$ cat config.mk
export PLATFORM = sky130hd
export DESIGN_NAME = cavlc_stage_sequencer
export DESIGN_NICKNAME = d
export VERILOG_FILES = /design/src/rtl/cavlc_stage_sequencer.sv
export SDC_FILE = /design/constraint.sdc
export NUM_CORES = 1
export LEC_CHECK = 0
export BUFFER_PORTS_ARGS = -buffer_cell sky130_fd_sc_hd__buf_2
export CELL_PAD_IN_SITES_DETAIL_PLACEMENT = 0
export CELL_PAD_IN_SITES_GLOBAL_PLACEMENT = 1
export CORE_MARGIN = 4
export CORE_UTILIZATION = 31
export DETAILED_ROUTE_END_ITERATION = 8
export PLACE_DENSITY = 0.73
export SYNTH_ARGS = -nofsm -noshare
export SYNTH_HDL_FRONTEND = slang
export SYNTH_SLANG_ARGS = --single-unit
$ cat constraint.sdc
create_clock -name Clk -period 1.9 [get_ports Clk]
set_input_delay 0.475 -clock Clk [delete_from_list [all_inputs] [get_ports Clk]]
set_output_delay 0.475 -clock Clk [all_outputs]
set_load 0.05 [all_outputs]
$ cat src/rtl/cavlc_stage_sequencer.sv
`default_nettype none
// +--------------------------------------------------------------------------+
// | Module   : cavlc_stage_sequencer                                         |
// | Purpose  : Sequences the CAVLC residual stages and muxes their shifts.   |
// | Revision : 1.0  initial release                                          |
// +--------------------------------------------------------------------------+
module cavlc_stage_sequencer #(
  parameter int TIMEOUT = 255,
  parameter int CNT_W   = 8
) (
  input  logic       Clk,
  input  logic       nReset,
  input  logic       Start,
  input  logic [4:0] MaxNumCoeff,
  input  logic [4:0] TokTotalCoeff,
  input  logic [1:0] TokTrailingOnes,
  input  logic [3:0] TzTotalZeros,
  input  logic       TokDone,
  input  logic       LvlDone,
  input  logic       TzDone,
  input  logic       RbDone,
  input  logic       TokShiftEn,
  input  logic       LvlShiftEn,
  input  logic       TzShiftEn,
  input  logic       RbShiftEn,
  input  logic [4:0] TokNumShift,
  input  logic [4:0] LvlNumShift,
  input  logic [4:0] TzNumShift,
  input  logic [4:0] RbNumShift,
  output logic       TokEn,
  output logic       LvlEn,
  output logic       TzEn,
  output logic       RbEn,
  output logic       ShiftEn,
  output logic [4:0] NumShift,
  output logic [4:0] TotalCoeff,
  output logic [1:0] TrailingOnes,
  output logic [3:0] TotalZeros,
  output logic       Busy,
  output logic       BlockDone,
  output logic       Error
);

  localparam logic [2:0] c_IDLE  = 3'd0;
  localparam logic [2:0] c_TOKEN = 3'd1;
  localparam logic [2:0] c_LEVEL = 3'd2;
  localparam logic [2:0] c_ZEROS = 3'd3;
  localparam logic [2:0] c_RUN   = 3'd4;
  localparam logic [2:0] c_DONE  = 3'd5;

  localparam logic [CNT_W-1:0] c_TIMEOUT = TIMEOUT[CNT_W-1:0];
  localparam logic [CNT_W-1:0] c_CNT_MAX = {CNT_W{1'b1}};

  logic [2:0]       r_state;
  logic [2:0]       w_nextState;
  logic [4:0]       r_maxNumCoeff;
  logic [4:0]       r_totalCoeff;
  logic [1:0]       r_trailingOnes;
  logic [3:0]       r_totalZeros;
  logic [CNT_W-1:0] r_cnt;
  logic             r_errFlag;
  logic             w_active;
  logic             w_stageDone;
  logic             w_expired;
  logic             w_accept;

  assign w_accept = (r_state == c_IDLE) && Start;
  assign w_active = (r_state == c_TOKEN) || (r_state == c_LEVEL) ||
                    (r_state == c_ZEROS) || (r_state == c_RUN);

  // Only the enabled stage's Done counts; a Done in the expiry cycle wins.
  assign w_stageDone = ((r_state == c_TOKEN) && TokDone) ||
                       ((r_state == c_LEVEL) && LvlDone) ||
                       ((r_state == c_ZEROS) && TzDone)  ||
                       ((r_state == c_RUN)   && RbDone);
  assign w_expired   = w_active && (r_cnt >= c_TIMEOUT) && !w_stageDone;

  always_comb begin
    w_nextState = r_state;
    case (r_state)
      c_IDLE:  if (Start) w_nextState = c_TOKEN;
      c_TOKEN: if (TokDone) w_nextState = (TokTotalCoeff == 5'd0) ? c_DONE : c_LEVEL;
      c_LEVEL: if (LvlDone) w_nextState = (r_totalCoeff == r_maxNumCoeff) ? c_DONE : c_ZEROS;
      c_ZEROS: if (TzDone) w_nextState = ((TzTotalZeros != 4'd0) && (r_totalCoeff > 5'd1)) ?
                                         c_RUN : c_DONE;
      c_RUN:   if (RbDone) w_nextState = c_DONE;
      c_DONE:  w_nextState = c_IDLE;
      default: w_nextState = c_IDLE;
    endcase
    if (w_expired) w_nextState = c_DONE;
  end

  always_ff @(posedge Clk or negedge nReset) begin
    if (!nReset) begin
      r_state        <= c_IDLE;
      r_maxNumCoeff  <= 5'd0;
      r_totalCoeff   <= 5'd0;
      r_trailingOnes <= 2'd0;
      r_totalZeros   <= 4'd0;
      r_cnt          <= {CNT_W{1'b0}};
      r_errFlag      <= 1'b0;
    end else begin
      r_state <= w_nextState;

      if (w_accept) begin
        r_maxNumCoeff <= MaxNumCoeff;
        r_totalZeros  <= 4'd0;
      end else if ((r_state == c_ZEROS) && TzDone) begin
        r_totalZeros  <= TzTotalZeros;
      end

      if ((r_state == c_TOKEN) && TokDone) begin
        r_totalCoeff   <= TokTotalCoeff;
        r_trailingOnes <= TokTrailingOnes;
      end

      if (w_accept) begin
        r_cnt <= {CNT_W{1'b0}};
      end else if (w_active && (r_cnt != c_CNT_MAX)) begin
        r_cnt <= r_cnt + 1'b1;
      end

      if (w_expired) begin
        r_errFlag <= 1'b1;
      end else if (r_state == c_DONE) begin
        r_errFlag <= 1'b0;
      end
    end
  end

  assign TokEn     = (r_state == c_TOKEN);
  assign LvlEn     = (r_state == c_LEVEL);
  assign TzEn      = (r_state == c_ZEROS);
  assign RbEn      = (r_state == c_RUN);
  assign Busy      = (r_state != c_IDLE);
  assign BlockDone = (r_state == c_DONE);
  assign Error     = (r_state == c_DONE) && r_errFlag;

  assign TotalCoeff   = r_totalCoeff;
  assign TrailingOnes = r_trailingOnes;
  assign TotalZeros   = r_totalZeros;

  always_comb begin
    ShiftEn  = 1'b0;
    NumShift = 5'd0;
    case (r_state)
      c_TOKEN: begin ShiftEn = TokShiftEn; NumShift = TokNumShift; end
      c_LEVEL: begin ShiftEn = LvlShiftEn; NumShift = LvlNumShift; end
      c_ZEROS: begin ShiftEn = TzShiftEn;  NumShift = TzNumShift;  end
      c_RUN:   begin ShiftEn = RbShiftEn;  NumShift = RbNumShift;  end
      default: begin ShiftEn = 1'b0;       NumShift = 5'd0;        end
    endcase
  end

endmodule
`default_nettype wire

; After elaboration in Yosys (flattened, before gate mapping)
; Cells that the tools add are included.
[totals]
output_inout_bits = 24
in_bits = 47
word_cells = 65
reg_bits = 28
[op_classes]
muxes = 18
eq_ne = 12
n_reduce_logical = 25
add_sub_neg = 1
n_lt_le_gt_ge = 2
[op_table]
columns = cell, n
row1 = 3-bit 2-to-1 mux, 8
row2 = 5-bit case mux with 4 select lines, 1
row3 = 8-bit 2-to-1 mux, 2
row4 = 3-bit case mux with 5 select lines, 1
row5 = 3-bit by 2-bit inequality test with 1-bit output (second input constant), 4
row6 = 1-bit logical AND, 10
row7 = 8-bit by 1-bit adder with 8-bit output (second input constant), 1
row8 = 8-bit greater-or-equal comparator (second input constant), 1
row9 = 4-bit 2-to-1 mux, 2
row10 = 8-bit inequality test (second input constant), 1
row11 = 3-bit by 2-bit equality test with 1-bit output (second input constant), 2
row12 = 3-bit equality test (second input constant), 2
row13 = 1-bit logical OR, 6
row14 = 2-bit nonzero test, 3
row15 = 5-bit equality test, 1
row16 = 5-bit by 1-bit > comparator with 1-bit output (second input constant), 1
row17 = 5-bit zero test, 1
row18 = 5-bit AND reduction, 1
row19 = 1-bit case mux with 4 select lines, 1
row20 = 4-bit nonzero test, 1
row21 = 3-bit by 1-bit equality test with 1-bit output (second input constant), 1
row22 = 3-bit zero test, 1
row23 = 1-bit 2-to-1 mux, 3
row24 = 3-bit inequality test (second input constant), 1
row25 = other kinds (2), 2

; Longest topological paths before layout
[depth]
depth_word = 9
depth_mapped = 6
ltp_nobuf = 4

; Worst setup path before layout
; No wires, ideal clock.
[synth_timing]
kind = register -> output
start = reg r_state[0]
end = out NumShift[1]
t_arrival_ns = 2.671
slack_ns = -1.246
stages_incl_launch_ff = 5
t_required_ns = 1.425
cell_sequence = dfrtp_1 > buf_6 > nor3b_1 > a22o_1 > a221o_1
[synth_between]
elab_chain_len = 2
[synth_rtl]
columns = item, line
row1 = "start, declared", 54  ; logic [2:0] r_state;
row2 = "start signal, assigned", 95  ; r_state <= c_IDLE;
row3 = "start signal, assigned", 103  ; r_state <= w_nextState;
row4 = 3-bit by 2-bit equality test with 1-bit output, n/a
row5 = net LvlEn, 31  ; output logic LvlEn,
row6 = 5-bit case mux with 4 select lines, 146  ; case (r_state)
row7 = "end, declared", 35  ; output logic [4:0] NumShift,
; The timed path passes the listed nets, and every way through them passes these cells.

; Worst setup path after layout
[layout_timing]
start = reg r_state[1]
end = out NumShift[4]
[layout_between]
elab_chain_len = 2
[layout_rtl]
columns = item, line
row1 = "3-bit equality test, or another cell as far along", 146
row2 = 5-bit case mux with 4 select lines (*), 146
; Every way passes the cells marked *; elsewhere a longest branch is shown, timed or not.

==> results.md <==
- Design area: 0.00258 sq mm
- LEAKAGE: 1.25 nW
- Hold_buf cts: 0
- CTS root buf: clkbuf_8
- Critical path arrival: between 1.5 and 2 ns
- PortBufs: 70
- GPL Wtd Cong: between 0.7 and 0.8
- Vias per Instance: roughly 4.9
- Max-cap viol count: 0
- Post-synth top cells: dfrtp_1, nand2_1, a21oi_1, mux2i_1, nor2_1
- Worst-skew pair later-pin latency: ~0.28 ns
- Cell Area, Synth: 0.00166 sq mm
- Highest net fanout along the worst path: 4
- Worst Setup End Kind: output pin
- DP HPWL: roughly 3.6 mm
- Starting Density: between 30 and 40%
- Flops & latches, synth: 28
- Avg Cell Area, Syn: between 9 and 10 sq um
- Die ar.: 0.00659 sq mm
- Fin. Hold Viols: 0
- H-tree depth: 1
- Synth Flop Type: dfrtp_1
- Num CTS Buffers: 3
- # IOs: between 70 and 80
- YS warnings: 0
- Detailed Route Iter0 Violations: 51
- Chip Height: slightly above 80 um
- Unrepaired setup endpoints after global routing: yes
- Area added between synthesis and finish: 55.3%
- Final Setup Violations: 8
- Core ar.: 0.00514 sq mm
- Worst r2r path cells: 6
- Share of the synthesized area in the top cell type: between 40 and 50%
- Pre-CTS setup slack: about 0.05 ns
- Worst Hold Class: input port to asynchronous set/reset pin
- Final WL: ~4.7 mm
- Area contributors post-synth: dfrtp_1, nand2_1, mux2i_1, mux2_2, a22o_1
- Synth Instances: around 180
- Worst-margin pin slew: about 0.63 ns
- Net Count, Synth: ~230
- Reg-to-reg slack, setup: between 0.1 and 0.15 ns
- Fin util: between 50 and 60%
- Antenna violations before repair: 0
- Slew Viols, Final: 0
- Violated checks: setup timing
- # clock sinks: 28
- Crit path time final: between 2 and 2.5 ns
- Post-route ant nets: 0
- Cell accounting for the most synthesized area: dfrtp_1
- ANT cells: 0
- Crit Reg-Reg Endpoint: r_cnt[2]
- Async S/R FF share, synth: between 90% and 100%
- Worst-path clk slew: around 0.10 ns
- CTS Buffer Depth: 2
- GRT Total Usage: ~14%
- Final worst setup slack: -0.166 ns
- Placed instance area: about 0.0022 sq mm
- Drt pass-1 iters: 4
- Die width: ~81 um
- Number of global-route vias before repair: 1641
- Worst setup SP type: flop
- Fmax: between 400 and 500 MHz
- Pwr Density: 1940 mW/mm^2
- Crit Path Class: flop to output pin
- Layout Nets: 320
- Vias: approximately 1700
- Sequential share of the synthesized area: 42.2%
- Period utilization: 109%
- Detailed-route DRC error count: 0
- # rows: 26
- Largest net degree at the start of global routing: 29
- Worst EP required: approximately 1.4 ns
- Clock skew after layout: roughly 0.0014 ns
- Peak VDD IR: about 900 uV
- Status: finished, violations left
- Gr ovfl total: 0
- Rel. slew slack: roughly 58%
- Ratio of cells with drive above 1 in the final layout: about 50%
- Worst r2r src: r_state[1]
- DR WL/cell: between 10 and 15 um
- Netlist cell types: 39
- Most frequent cell after synthesis: dfrtp_1
- EDFF count, synth: 0
- CTS tree: done
- Global-route wire length before repair: approximately 7.3 mm
==> critical path, cell delays in order (launching register included) <==
cell and delay [ns]:
dfrtp_2 0.45, nor3b_4 0.17, a22o_1 0.22, a221o_2 0.32, buf_8 0.16
==> placed cells by master (no fill, tap or decap), types with 2 or more instances in the layout <==
cell type / instances
xor2_1: 5
nor4_1: 2
buf_6: 12
o31ai_1: 2
a22o_1: 7
o21ai_4: 3
buf_8: 7
dfrtp_1: 25
a21oi_1: 6
nand2_1: 26
nor3b_4: 2
o211ai_1: 3
o21ai_0: 6
mux2i_1: 10
clkbuf_8: 3
nand3_1: 6
nand4_1: 3
a21oi_2: 4
and4_1: 2
nor2_1: 7
inv_2: 2
a221o_2: 3
and3_4: 2
nand2b_1: 2
o21a_1: 2
nor2_4: 3
dfrtp_2: 3
buf_4: 16
inv_1: 4
nor3_1: 4
and2_1: 2
or3_1: 2
buf_2: 58
mux2_2: 7
and3_1: 4
==> registers in the layout, indices dropped and copies added, names as in the netlist <==
register / flops
r_cnt: 8
TotalCoeff: 5
r_maxNumCoeff: 5
TotalZeros: 4
r_state: 3
TrailingOnes: 2
r_errFlag: 1
==> how the worst max path moves through the flow <==
stage / from / to / cells after the start
3_3_place_gp: r_state[2] / ShiftEn / 5
4_1_cts: r_state[1] / NumShift[4] / 4
2_1_floorplan: r_state[0] / NumShift[1] / 4
5_1_grt: r_state[0] / NumShift[4] / 4
6_report: r_state[1] / NumShift[4] / 4
3_5_place_dp: TokTotalCoeff[1] / r_state[2] / 5
==> report_power, final <==
part	switching [mW]	leakage, nW	internal (mW)
Combinational	1.97	0.866	1.49
Sequential	0.228	0.353	0.839
Clock	0.195	0.0357	0.282
==> area by class of cell <==
type,count,area [sq um]
sequential,28,704
clock inverter,1,30.0
clock buffer,3,41.3
inverter,6,22.5
fill,503,2560
multi-input combinational,138,1010
tap,70,87.6
timing repair buffer,95,678
==> cells by family after synthesis <==
group / synth area share (%)
muxes: 10.8
buffers and inverters: 4.37
adders and majority gates: 0.754
and+or+nand+nor: 22.6
xor gates and xnor gates: 2.64
DFF: 42.2
AOI/OAI and AO/OA: 16.7
==> metal layers <==
metal	global-route usage (%)	up-vias	routed length [um]
met5	0	-	0
met4	5.07	0	86
met3	2.88	7	354
met2	26.2	52	2240
met1	16.8	779	2000
li1	-	840	-
==> through the flow <==
| stage | power [mW] | setup TNS, ns | std cells | hold slack, ns |
|---|---|---|---|---|
| 6_report | 5.00 | -0.644 | 341 | 0.199 |
| 2_1_floorplan | 3.18 | -0.774 | 179 | 0.179 |
| 3_5_place_dp | 3.90 | 0 | 327 | 0.483 |
| 5_1_grt | 5.32 | -1.33 | 341 | 0.256 |
| 3_3_place_gp | 3.87 | 0 | 327 | 0.460 |
| 4_1_cts | 4.96 | -0.834 | 340 | 0.230 |
==> repair_timing <==
item / in CTS / in global routing
pin swaps: 7 / 5
buffers inserted: 9 / 3
setup endpoints to repair: 13 / 14
resized for setup: 48 / 11
Note: power is estimated with default switching activity, not from simulation.
